===== config.mk =====
export PLATFORM = sky130hd
export DESIGN_NAME = bcd_to_bin_conv_flat
export DESIGN_NICKNAME = d
export VERILOG_FILES = /design/src/rtl/bcd_to_bin_conv_pkg.sv /design/src/rtl/bcd_to_bin_conv_if.sv /design/src/rtl/bcd_to_bin_conv_digit_mac.sv /design/src/rtl/bcd_to_bin_conv.sv /design/src/flat_wrapper.sv
export SDC_FILE = /design/constraint.sdc
export NUM_CORES = 1
export LEC_CHECK = 0
export ABC_AREA = 1
export BUFFER_PORTS_ARGS = -buffer_cell sky130_fd_sc_hd__clkbuf_2
export CORE_ASPECT_RATIO = 1.5
export CORE_UTILIZATION = 40
export DETAILED_ROUTE_END_ITERATION = 16
export HOLD_SLACK_MARGIN = 0.05
export MAX_ROUTING_LAYER = met4
export PLACE_DENSITY = 0.62
export SLEW_MARGIN = 0
export SYNTH_ARGS = -nofsm -noshare
export SYNTH_HDL_FRONTEND = slang
export SYNTH_SLANG_ARGS = --single-unit

===== constraint.sdc =====
create_clock -name clk -period 5.84 [get_ports clk]
set_input_delay 0.584 -clock clk [delete_from_list [all_inputs] [get_ports clk]]
set_output_delay 0.584 -clock clk [all_outputs]
set_load 0.05 [all_outputs]

===== src/rtl/bcd_to_bin_conv_pkg.sv =====
// rtl/bcd_to_bin_conv_pkg.sv - shared BCD constants, FSM encodings and width helper
// Reused by the BCD arithmetic blocks that feed or sit beside the converter.
package bcd_to_bin_conv_pkg;

  localparam int BCD_DIGIT_W   = 4;
  localparam int BCD_MAX_DIGIT = 9;

  typedef logic [1:0] state_t;

  localparam logic [1:0] ST_IDLE = 2'd0;
  localparam logic [1:0] ST_CONV = 2'd1;
  localparam logic [1:0] ST_DONE = 2'd2;

  // Smallest binary width able to hold 10**ndig - 1.
  function automatic int bcd_min_bw(input int ndig);
    longint p;
    p = 1;
    for (int i = 0; i < ndig; i++) begin
      p = p * 10;
    end
    return $clog2(p);
  endfunction

endpackage


===== src/rtl/bcd_to_bin_conv_if.sv =====
// rtl/bcd_to_bin_conv_if.sv - valid/ready input and output channels of the converter
// The converter connects through the slave modport; the producer/consumer side uses master.
interface bcd_to_bin_conv_if
  import bcd_to_bin_conv_pkg::*;
#(
  parameter int NDIG = 3,
  parameter int BW   = 10
);

  logic                        in_valid;
  logic                        in_ready;
  logic [BCD_DIGIT_W*NDIG-1:0] bcd_in;
  logic                        out_valid;
  logic                        out_ready;
  logic [BW-1:0]               bin_out;
  logic                        err;

  modport master (
    output in_valid, bcd_in, out_ready,
    input  in_ready, out_valid, bin_out, err
  );

  modport slave (
    input  in_valid, bcd_in, out_ready,
    output in_ready, out_valid, bin_out, err
  );

endinterface


===== src/rtl/bcd_to_bin_conv_digit_mac.sv =====
// rtl/bcd_to_bin_conv_digit_mac.sv - combinational acc*10+digit step with bad-digit flag
// acc*10 is formed as (acc<<3)+(acc<<1) so no multiplier is inferred.
module bcd_digit_mac
  import bcd_to_bin_conv_pkg::*;
#(
  parameter int AW = 14
) (
  input  logic [AW-1:0]          acc,
  input  logic [BCD_DIGIT_W-1:0] d,
  output logic [AW-1:0]          acc_next,
  output logic                   bad_digit
);

  always_comb begin
    acc_next  = (acc << 3) + (acc << 1) + AW'(d);
    bad_digit = (d > BCD_DIGIT_W'(BCD_MAX_DIGIT));
  end

endmodule


===== src/rtl/bcd_to_bin_conv.sv =====
// rtl/bcd_to_bin_conv.sv - digit-serial packed BCD to binary converter, MS digit first
// One digit per clock; a word is accepted only in IDLE and its result held in DONE.
module bcd_to_bin_conv
  import bcd_to_bin_conv_pkg::*;
#(
  parameter int NDIG = 3,
  parameter int BW   = 10
) (
  input  logic                  clk,
  input  logic                  rst,
  bcd_to_bin_conv_if.slave      bus
);

  localparam int SW = BCD_DIGIT_W * NDIG;
  localparam int AW = BW + BCD_DIGIT_W;
  localparam int CW = (NDIG > 1) ? $clog2(NDIG) : 1;

  generate
    if (NDIG < 1 || BW < bcd_min_bw(NDIG)) begin : g_bad_params
      $error("bcd_to_bin_conv: BW too small for NDIG digits");
    end
  endgenerate

  state_t        state_q, state_d;
  logic [AW-1:0] acc_q, acc_d;
  logic [SW-1:0] sr_q, sr_d;
  logic [CW-1:0] cnt_q, cnt_d;
  logic          err_acc_q, err_acc_d;
  logic [BW-1:0] bin_q, bin_d;
  logic          err_q, err_d;

  logic [AW-1:0] mac_out;
  logic          bad_digit;
  logic          err_now;

  bcd_digit_mac #(
    .AW (AW)
  ) u_mac (
    .acc       (acc_q),
    .d         (sr_q[SW-1 -: BCD_DIGIT_W]),
    .acc_next  (mac_out),
    .bad_digit (bad_digit)
  );

  // Error state including the digit being consumed this cycle.
  assign err_now = err_acc_q | bad_digit;

  always_comb begin
    state_d   = state_q;
    acc_d     = acc_q;
    sr_d      = sr_q;
    cnt_d     = cnt_q;
    err_acc_d = err_acc_q;
    bin_d     = bin_q;
    err_d     = err_q;
    case (state_q)
      ST_IDLE: begin
        if (bus.in_valid) begin
          sr_d      = bus.bcd_in;
          acc_d     = '0;
          err_acc_d = 1'b0;
          cnt_d     = CW'(NDIG - 1);
          state_d   = ST_CONV;
        end
      end
      ST_CONV: begin
        acc_d     = mac_out;
        sr_d      = sr_q << BCD_DIGIT_W;
        err_acc_d = err_now;
        if (cnt_q == '0) begin
          state_d = ST_DONE;
          bin_d   = err_now ? '0 : mac_out[BW-1:0];
          err_d   = err_now;
        end else begin
          cnt_d = cnt_q - CW'(1);
        end
      end
      ST_DONE: begin
        if (bus.out_ready) begin
          state_d = ST_IDLE;
        end
      end
      default: begin
        state_d = ST_IDLE;
      end
    endcase
  end

  always_ff @(posedge clk or posedge rst) begin
    if (rst) begin
      state_q   <= ST_IDLE;
      acc_q     <= '0;
      sr_q      <= '0;
      cnt_q     <= '0;
      err_acc_q <= 1'b0;
      bin_q     <= '0;
      err_q     <= 1'b0;
    end else begin
      state_q   <= state_d;
      acc_q     <= acc_d;
      sr_q      <= sr_d;
      cnt_q     <= cnt_d;
      err_acc_q <= err_acc_d;
      bin_q     <= bin_d;
      err_q     <= err_d;
    end
  end

  // Handshake flags decode straight from state so reset clears them immediately.
  assign bus.in_ready  = (state_q == ST_IDLE);
  assign bus.out_valid = (state_q == ST_DONE);
  assign bus.bin_out   = bin_q;
  assign bus.err       = err_q;

endmodule


===== src/flat_wrapper.sv =====
// flat-port wrapper written by rule: the top's interface ports become plain ports
module bcd_to_bin_conv_flat import bcd_to_bin_conv_pkg::*;
#(
  parameter int NDIG = 3,
  parameter int BW   = 10
)
  (clk, rst, bus_in_valid, bus_bcd_in, bus_out_ready, bus_in_ready, bus_out_valid, bus_bin_out, bus_err);
  bcd_to_bin_conv_if #(.NDIG(NDIG), .BW(BW)) bus_i ();
  input  logic clk;
  input  logic rst;
  input wire logic [$bits(bus_i.in_valid)-1:0] bus_in_valid;
  input wire logic [$bits(bus_i.bcd_in)-1:0] bus_bcd_in;
  input wire logic [$bits(bus_i.out_ready)-1:0] bus_out_ready;
  output wire logic [$bits(bus_i.in_ready)-1:0] bus_in_ready;
  output wire logic [$bits(bus_i.out_valid)-1:0] bus_out_valid;
  output wire logic [$bits(bus_i.bin_out)-1:0] bus_bin_out;
  output wire logic [$bits(bus_i.err)-1:0] bus_err;
  assign bus_i.in_valid = bus_in_valid;
  assign bus_i.bcd_in = bus_bcd_in;
  assign bus_i.out_ready = bus_out_ready;
  assign bus_in_ready = bus_i.in_ready;
  assign bus_out_valid = bus_i.out_valid;
  assign bus_bin_out = bus_i.bin_out;
  assign bus_err = bus_i.err;
  bcd_to_bin_conv #(.NDIG(NDIG), .BW(BW)) u_core (.clk(clk), .rst(rst), .bus(bus_i));
endmodule

==> results of run 1 <==
-- sequential cells by signal, indices dropped and copies added (netlist names) --
| signal | cells |
|---|---|
| u_core.err_acc_q | 1 |
| u_core.bus.bin_out | 10 |
| u_core.cnt_q | 2 |
| u_core.bus.err | 1 |
| u_core.state_q | 2 |
| u_core.sr_q | 12 |
| u_core.acc_q | 9 |
-- area by class of cell --
class                           instances  area [µm²]  share of cell area (%)
Sequential cell                        37       925.9                   40.84
Inverter                               28       107.6                   4.746
Tap cell                               66       82.58                   3.642
Multi-Input combinational cell        153       917.1                   40.45
Timing Repair Buffer                   29       147.6                   6.512
Clock buffer                            7       86.33                   3.808
-- per-layer routing --
| metal | part of all wire (%) | track usage (%) | wire length (µm) | up-vias |
|---|---|---|---|---|
| met5 | 0 | - | 0 | - |
| met4 | 2.0 | 9.091 | 80 | 0 |
| met3 | 2.1 | 2.659 | 84 | 6 |
| met2 | 55 | 31.56 | 2223 | 28 |
| met1 | 41 | 20.86 | 1667 | 726 |
| li1 | - | - | - | 787 |
-- worst max-delay path, delay by kind of cell (launching register included) --
kind / cells / cell delay [ns]
fa+ha+maj: 2 / 0.96
flops: 1 / 0.37
simple gates: 6 / 0.55
buf+inv: 2 / 0.15
-- kinds of logic after synthesis --
logic type | after synthesis | synth area share [%]
AO/OA/AOI/OAI | 40 | 12.97
XOR/XNOR | 3 | 1.329
adder cells (fa/ha/maj) | 17 | 11.51
buffers and inverters | 33 | 6.832
flip-flops | 37 | 46.81
AND/OR/NAND/NOR | 93 | 20.56
-- cells in the final DEF (no fill, tap or decap) --
cell type  instances
clkbuf_8           6
nand2_2            1
dfrtp_1           37
nor2_4             1
o21ai_2            6
nand3b_1           4
clkbuf_2          28
o21a_1             1
ha_1              15
nand3_1            9
nor2_1            13
fa_1               2
buf_4              1
a21oi_1           16
nor2_8             1
o21ai_0            7
a22oi_1            2
nand2_1           62
inv_4              1
o22ai_1            2
inv_2              2
xor2_1             1
or2_2              2
a31oi_1            1
a32o_1             4
xnor2_1            2
inv_1             24
clkinv_1           1
clkbuf_1           1
o31ai_1            1
-- path summary, 6_finish.rpt --
check                      cells after the start                  start                     to
max                                           10        u_core.acc_q[0]  u_core.bus.bin_out[8]
min reg2reg                                    2  u_core.bus.bin_out[0]  u_core.bus.bin_out[0]
max reg2reg                                   10        u_core.acc_q[0]  u_core.bus.bin_out[8]
min in group clk                               2          bus_out_ready      u_core.state_q[1]
max in group asynchronous                      3                    rst  u_core.bus.bin_out[0]
min                                            3                    rst        u_core.cnt_q[0]
-- metrics by stage --
step	std cells	utilization, %	hold WS (ns)	instance area, µm²
global route	320	47.14	0.4417	2267
detailed placement	313	45.34	0.4642	2181
CTS	320	47.14	0.3984	2267
finish	320	47.14	0.3806	2267
global placement	313	45.34	0.4638	2181
floorplan	223	-	0.4531	1978
==> results.yml, run 1 <==
synthesis:
  synth_commonest_cells: "62 x nand2_1, 37 x dfrtp_1, 24 x inv_1"
  synth_nets: 256
  netlist_area_mm2: 0.001978
  yosysWarningCount: 0
  synth_seq_area_share_pct: 46.81
  yosysMostFrequentCell: "nand2_1"
  yosys.cell_types.count: 28
  ys_ff_latch: 37
  synth_edf_count: 0
  ys.flop_type: "dfrtp_1"
  yosys-top-cells-area: "dfrtp_1 47%, nand2_1 12%, ha_1 9.5%"
  synth_top_area_share_pct: 46.81
  syn_inst: 223
  avgSynthCellArea_um2: 8.871
  synthArstFlopShare_pct: 100.0
  synth_top_area_cell: "dfrtp_1"
cts:
  cts_resized: 0
  clkSinkCount: 37
  hold_buffers: 0
  clkSlewWorstSetupHoldPaths_ns: 0.07
  cts-buffers-inserted: 5
  cts_max_level: 2
  worstSkewPairLatency_ns: 0.28
  cts_setup_buffers: 0
  cts_tree: "yes"
  cts_buffer_depth: 2
  root_buffer: "clkbuf_8"
timing:
  setup_viol: 0
  skew_ns: 0.006957
  slew_violations: 0
  finalCritPeriodShare_pct: 36.43
  hold_viol: 0
  period_needed_ns: 2.128
  relSlewSlack_pct: 44.53
  max_slew.worst_pin.slew_ns: 0.8319
  max_freq_mhz: 470.0
  setup_tns_ns: 0
  rsz0062_at_grt: "no"
  post-route-worst-setup-slack_ns: 3.712
grt:
  grt_overflow: 0
  grt_max_degree: 38
  antenna_found_initial: 0
  grt_pass1_wl_um: 6948
  grt_pass1_vias: 1555
  grt_util_all_layers_pct: 18.57
drt:
  wl_per_cell_um: 12.67
  vias: 1547
  dr.pass1.iters: 5
  drc_errors: 0
  final_antenna_net_count: 0
  via_per_inst: 4.834
  drt_iter0_drc: 26
  drt_wl_total_um: 4055
layout:
  area_growth_pct: 14.61
  n_fill_cell: 504
  diodes: 0
  fin_nets: 287
  drive_gt1_share_pct: 19.29
placement:
  gp_congestion: 0.7967
  port_buffers: 28
  dp_hpwl_um: 3062
  dp_slack_ns: 3.592
setup_path:
  crit_path_start_kind: "register"
  reg2reg_slack_ns: 3.71
  cp.arrival_ns: 2.30
  crit_fanout: 2
  endpoint_kind: "register"
  cpMostUsedCell: "nand2_1"
  path_cells: "inv_1 -> fa_1 -> inv_1 -> fa_1 -> nand2_1 -> nand2_1 -> nand3b_1 -> nand3b_1 -> nand3_1 -> nand2_1"
  critical_path_class: "register to register"
  worstPathRequired_ns: 6.02
  slowest_stage: "fa_1"
  max_stage_delay_ns: 0.50
die:
  die_area_mm2: 0.005236
  io_pins: 29
  start_util_pct: 41.13
  core_mm2: 0.004810
  row_count: 31
  die_h_um: 88.13
  die_width_um: 59.42
job:
  maxCapViolCount: 0
status:
  status: "completed"
hold_path:
  hold_path_class: "input pin to async pin"
Power of run 1 is not shown: default switching activity piles up to over one toggle a cycle in this logic, so the estimate is an artifact.
==> run 2: changes to the inputs <==
- ABC_AREA: 1 -> 0
- clock period: 5.84 -> 2.2 ns (I/O delays scaled with it)
==> run 2 against run 1 <==
  * Cell area increased by 5.3%
  * The flow now finishes with violations (setup timing)
  * Critical path depth decreased by 2
  * Synthesized cell count decreased by 17%
==> results.yml, run 2 <==
die:
  core_mm2: 0.004617
  die_h_um: 87.75
  row_count: 30
  die_width_um: 59.17
  die_area_mm2: 0.005191
  io_pins: 29
  start_util_pct: 42.47
timing:
  setup_viol: 2
  max_freq_mhz: 452.1
  whs_ns: 0.1202
  hold_viol: 0
  setup_tns_ns: -0.02213
  finalCritPeriodShare_pct: 100.6
  period_needed_ns: 2.212
  post-route-worst-setup-slack_ns: -0.01213
  relSlewSlack_pct: 35.22
  slew_violations: 0
  rsz0062_at_grt: "yes"
  skew_ns: 0.005560
  max_slew.worst_pin.slew_ns: 0.9711
drt:
  vias: 1469
  drt_wl_total_um: 4242
  drc_errors: 0
  wl_per_cell_um: 14.63
  dr.pass1.iters: 4
  drt_iter0_drc: 18
  final_antenna_net_count: 0
  via_per_inst: 5.066
synthesis:
  ys_ff_latch: 37
  yosys.cell_types.count: 30
  synth_top_area_share_pct: 47.22
  yosysMostFrequentCell: "dfrtp_1"
  synth_commonest_cells: "37 x dfrtp_1, 21 x o21ai_0, 15 x ha_1, 15 x nand2_1, 14 x a22o_1"
  ys.flop_type: "dfrtp_1"
  yosysWarningCount: 0
  avgSynthCellArea_um2: 10.60
  synth_nets: 218
  synth_top_area_cell: "dfrtp_1"
  yosys-top-cells-area: "dfrtp_1 47%, ha_1 9.6%, a22o_1 6.3%"
  synthArstFlopShare_pct: 100.0
  syn_inst: 185
  synth_edf_count: 0
  synth_seq_area_share_pct: 47.22
  netlist_area_mm2: 0.001961
cts:
  cts_buffer_depth: 2
  cts_tree: "yes"
  clkSlewWorstSetupHoldPaths_ns: 0.07
  worstSkewPairLatency_ns: 0.29
  cts-buffers-inserted: 5
  root_buffer: "clkbuf_8"
  clkSinkCount: 37
  cts_max_level: 2
grt:
  antenna_found_initial: 0
  grt_pass1_vias: 1534
  grt_max_degree: 38
  grt_pass1_wl_um: 7065
  grt_overflow: 0
  grt_util_all_layers_pct: 19.24
setup_path:
  endpoint_kind: "register"
  critical_path_class: "register to register"
  worstPathRequired_ns: 2.37
  crit_fanout: 3
  crit_path_start_kind: "register"
  cp.arrival_ns: 2.39
layout:
  diodes: 0
  fin_cells: 290
  final_cell_area_mm2: 0.002387
  drive_gt1_share_pct: 27.88
  final_cell_mix: "37 x dfrtp_1, 28 x clkbuf_2, 18 x o21ai_0, 15 x nand2_1"
  regMostFlops: "u_core.sr_q"
  fin_nets: 259
  area_growth_pct: 21.76
  largest_reg_flops: 12
  final_common_cell: "dfrtp_1"
job:
  maxCapViolCount: 0
status:
  status: "finished with violations"
  violations: "setup timing"
power_and_ir_drop:
  p_per_area_mw_per_mm2: 1748
  total_power_mw: 4.173
  leakage_nw: 1.196
  ir_drop_mv: 0.8539
placement:
  post_dp_cell_area_mm2: 0.002251
  dp_cells: 280
  port_buffers: 28
  gp_congestion: 0.8217
  dp_hpwl_um: 3078
hold_path:
  hold_path_class: "input pin to register"
## run 2: cell type report
type,instances,area [µm²]
clock buffer,7,86.33
fill,442,2230
timing repair buffer,42,247.7
sequential,37,925.9
tap,64,80.08
inverter,11,41.29
multi-input combinational,129,1006
## run 2: cells by family (layout without fill, tap and decap cells)
family	after synthesis	in the layout	synth area share (%)
compound gates	59	59	20.61
mux	8	8	4.084
flops	37	37	47.22
fa+ha+maj	17	17	11.61
xor+xnor	5	5	2.234
simple gates	40	40	10.34
buf+inv	19	60	3.893
## run 2: report_power, final
part           leakage (nW)  total, mW  switching [mW]  internal, mW
registers             0.473       1.23           0.244         0.984
clock network        0.0443      0.478           0.229         0.249
logic                 0.679       2.47            1.44          1.02
## run 2: per-layer routing
layer  vias to the layer above  share of wire (%)  track usage (%)
met2                        32                 53            33.57
met4                         0                1.7            7.143
met5                         -                  0                -
met3                         7                3.1            3.840
li1                        742                  -                -
met1                       688                 43            21.24
## run 2: worst paths after layout
| path | startpoint | to | slack, ns | depth (start not counted) |
|---|---|---|---|---|
| hold reg to reg | u_core.bus.bin_out[9] | u_core.bus.bin_out[9] | 0.48 | 2 |
| hold / removal | bus_out_ready | u_core.state_q[1] | 0.12 | 2 |
| max in group asynchronous | rst | u_core.acc_q[2] | 1.30 | 4 |
| min in group asynchronous | rst | u_core.cnt_q[0] | 0.57 | 4 |
| setup / recovery | u_core.sr_q[11] | u_core.bus.bin_out[8] | -0.01 | 8 |
| setup reg to reg | u_core.sr_q[11] | u_core.bus.bin_out[8] | -0.01 | 8 |
## run 2: metrics by stage
stage	worst slack [ns]	util, %
2_1_floorplan	0.003949	-
3_3_place_gp	-0.02239	48.75
3_5_place_dp	-0.06298	48.75
4_1_cts	-0.002671	51.27
5_1_grt	-0.1215	51.71
6_report	-0.01213	51.71
## run 2: worst max-delay path, cell delays in order, from the launching register on
cell and delay (ns):
dfrtp_1 0.37, inv_2 0.05, fa_1 0.54, inv_2 0.06, fa_2 0.37, a211oi_2 0.21, o21ai_2 0.08, a21o_1 0.18
a32o_1 0.25
## run 2: repair_timing
| item | CTS | global route |
|---|---|---|
| pin swaps | 6 | 6 |
| setup buffers | 1 | 1 |
| endpoints found under the setup margin | 6 | 7 |
| hold buffers | 1 | 0 |
| gates resized for setup | 4 | 4 |
| hold endpoints to repair | 37 | 0 |
No activity file was read; power rests on OpenSTA's default activity.
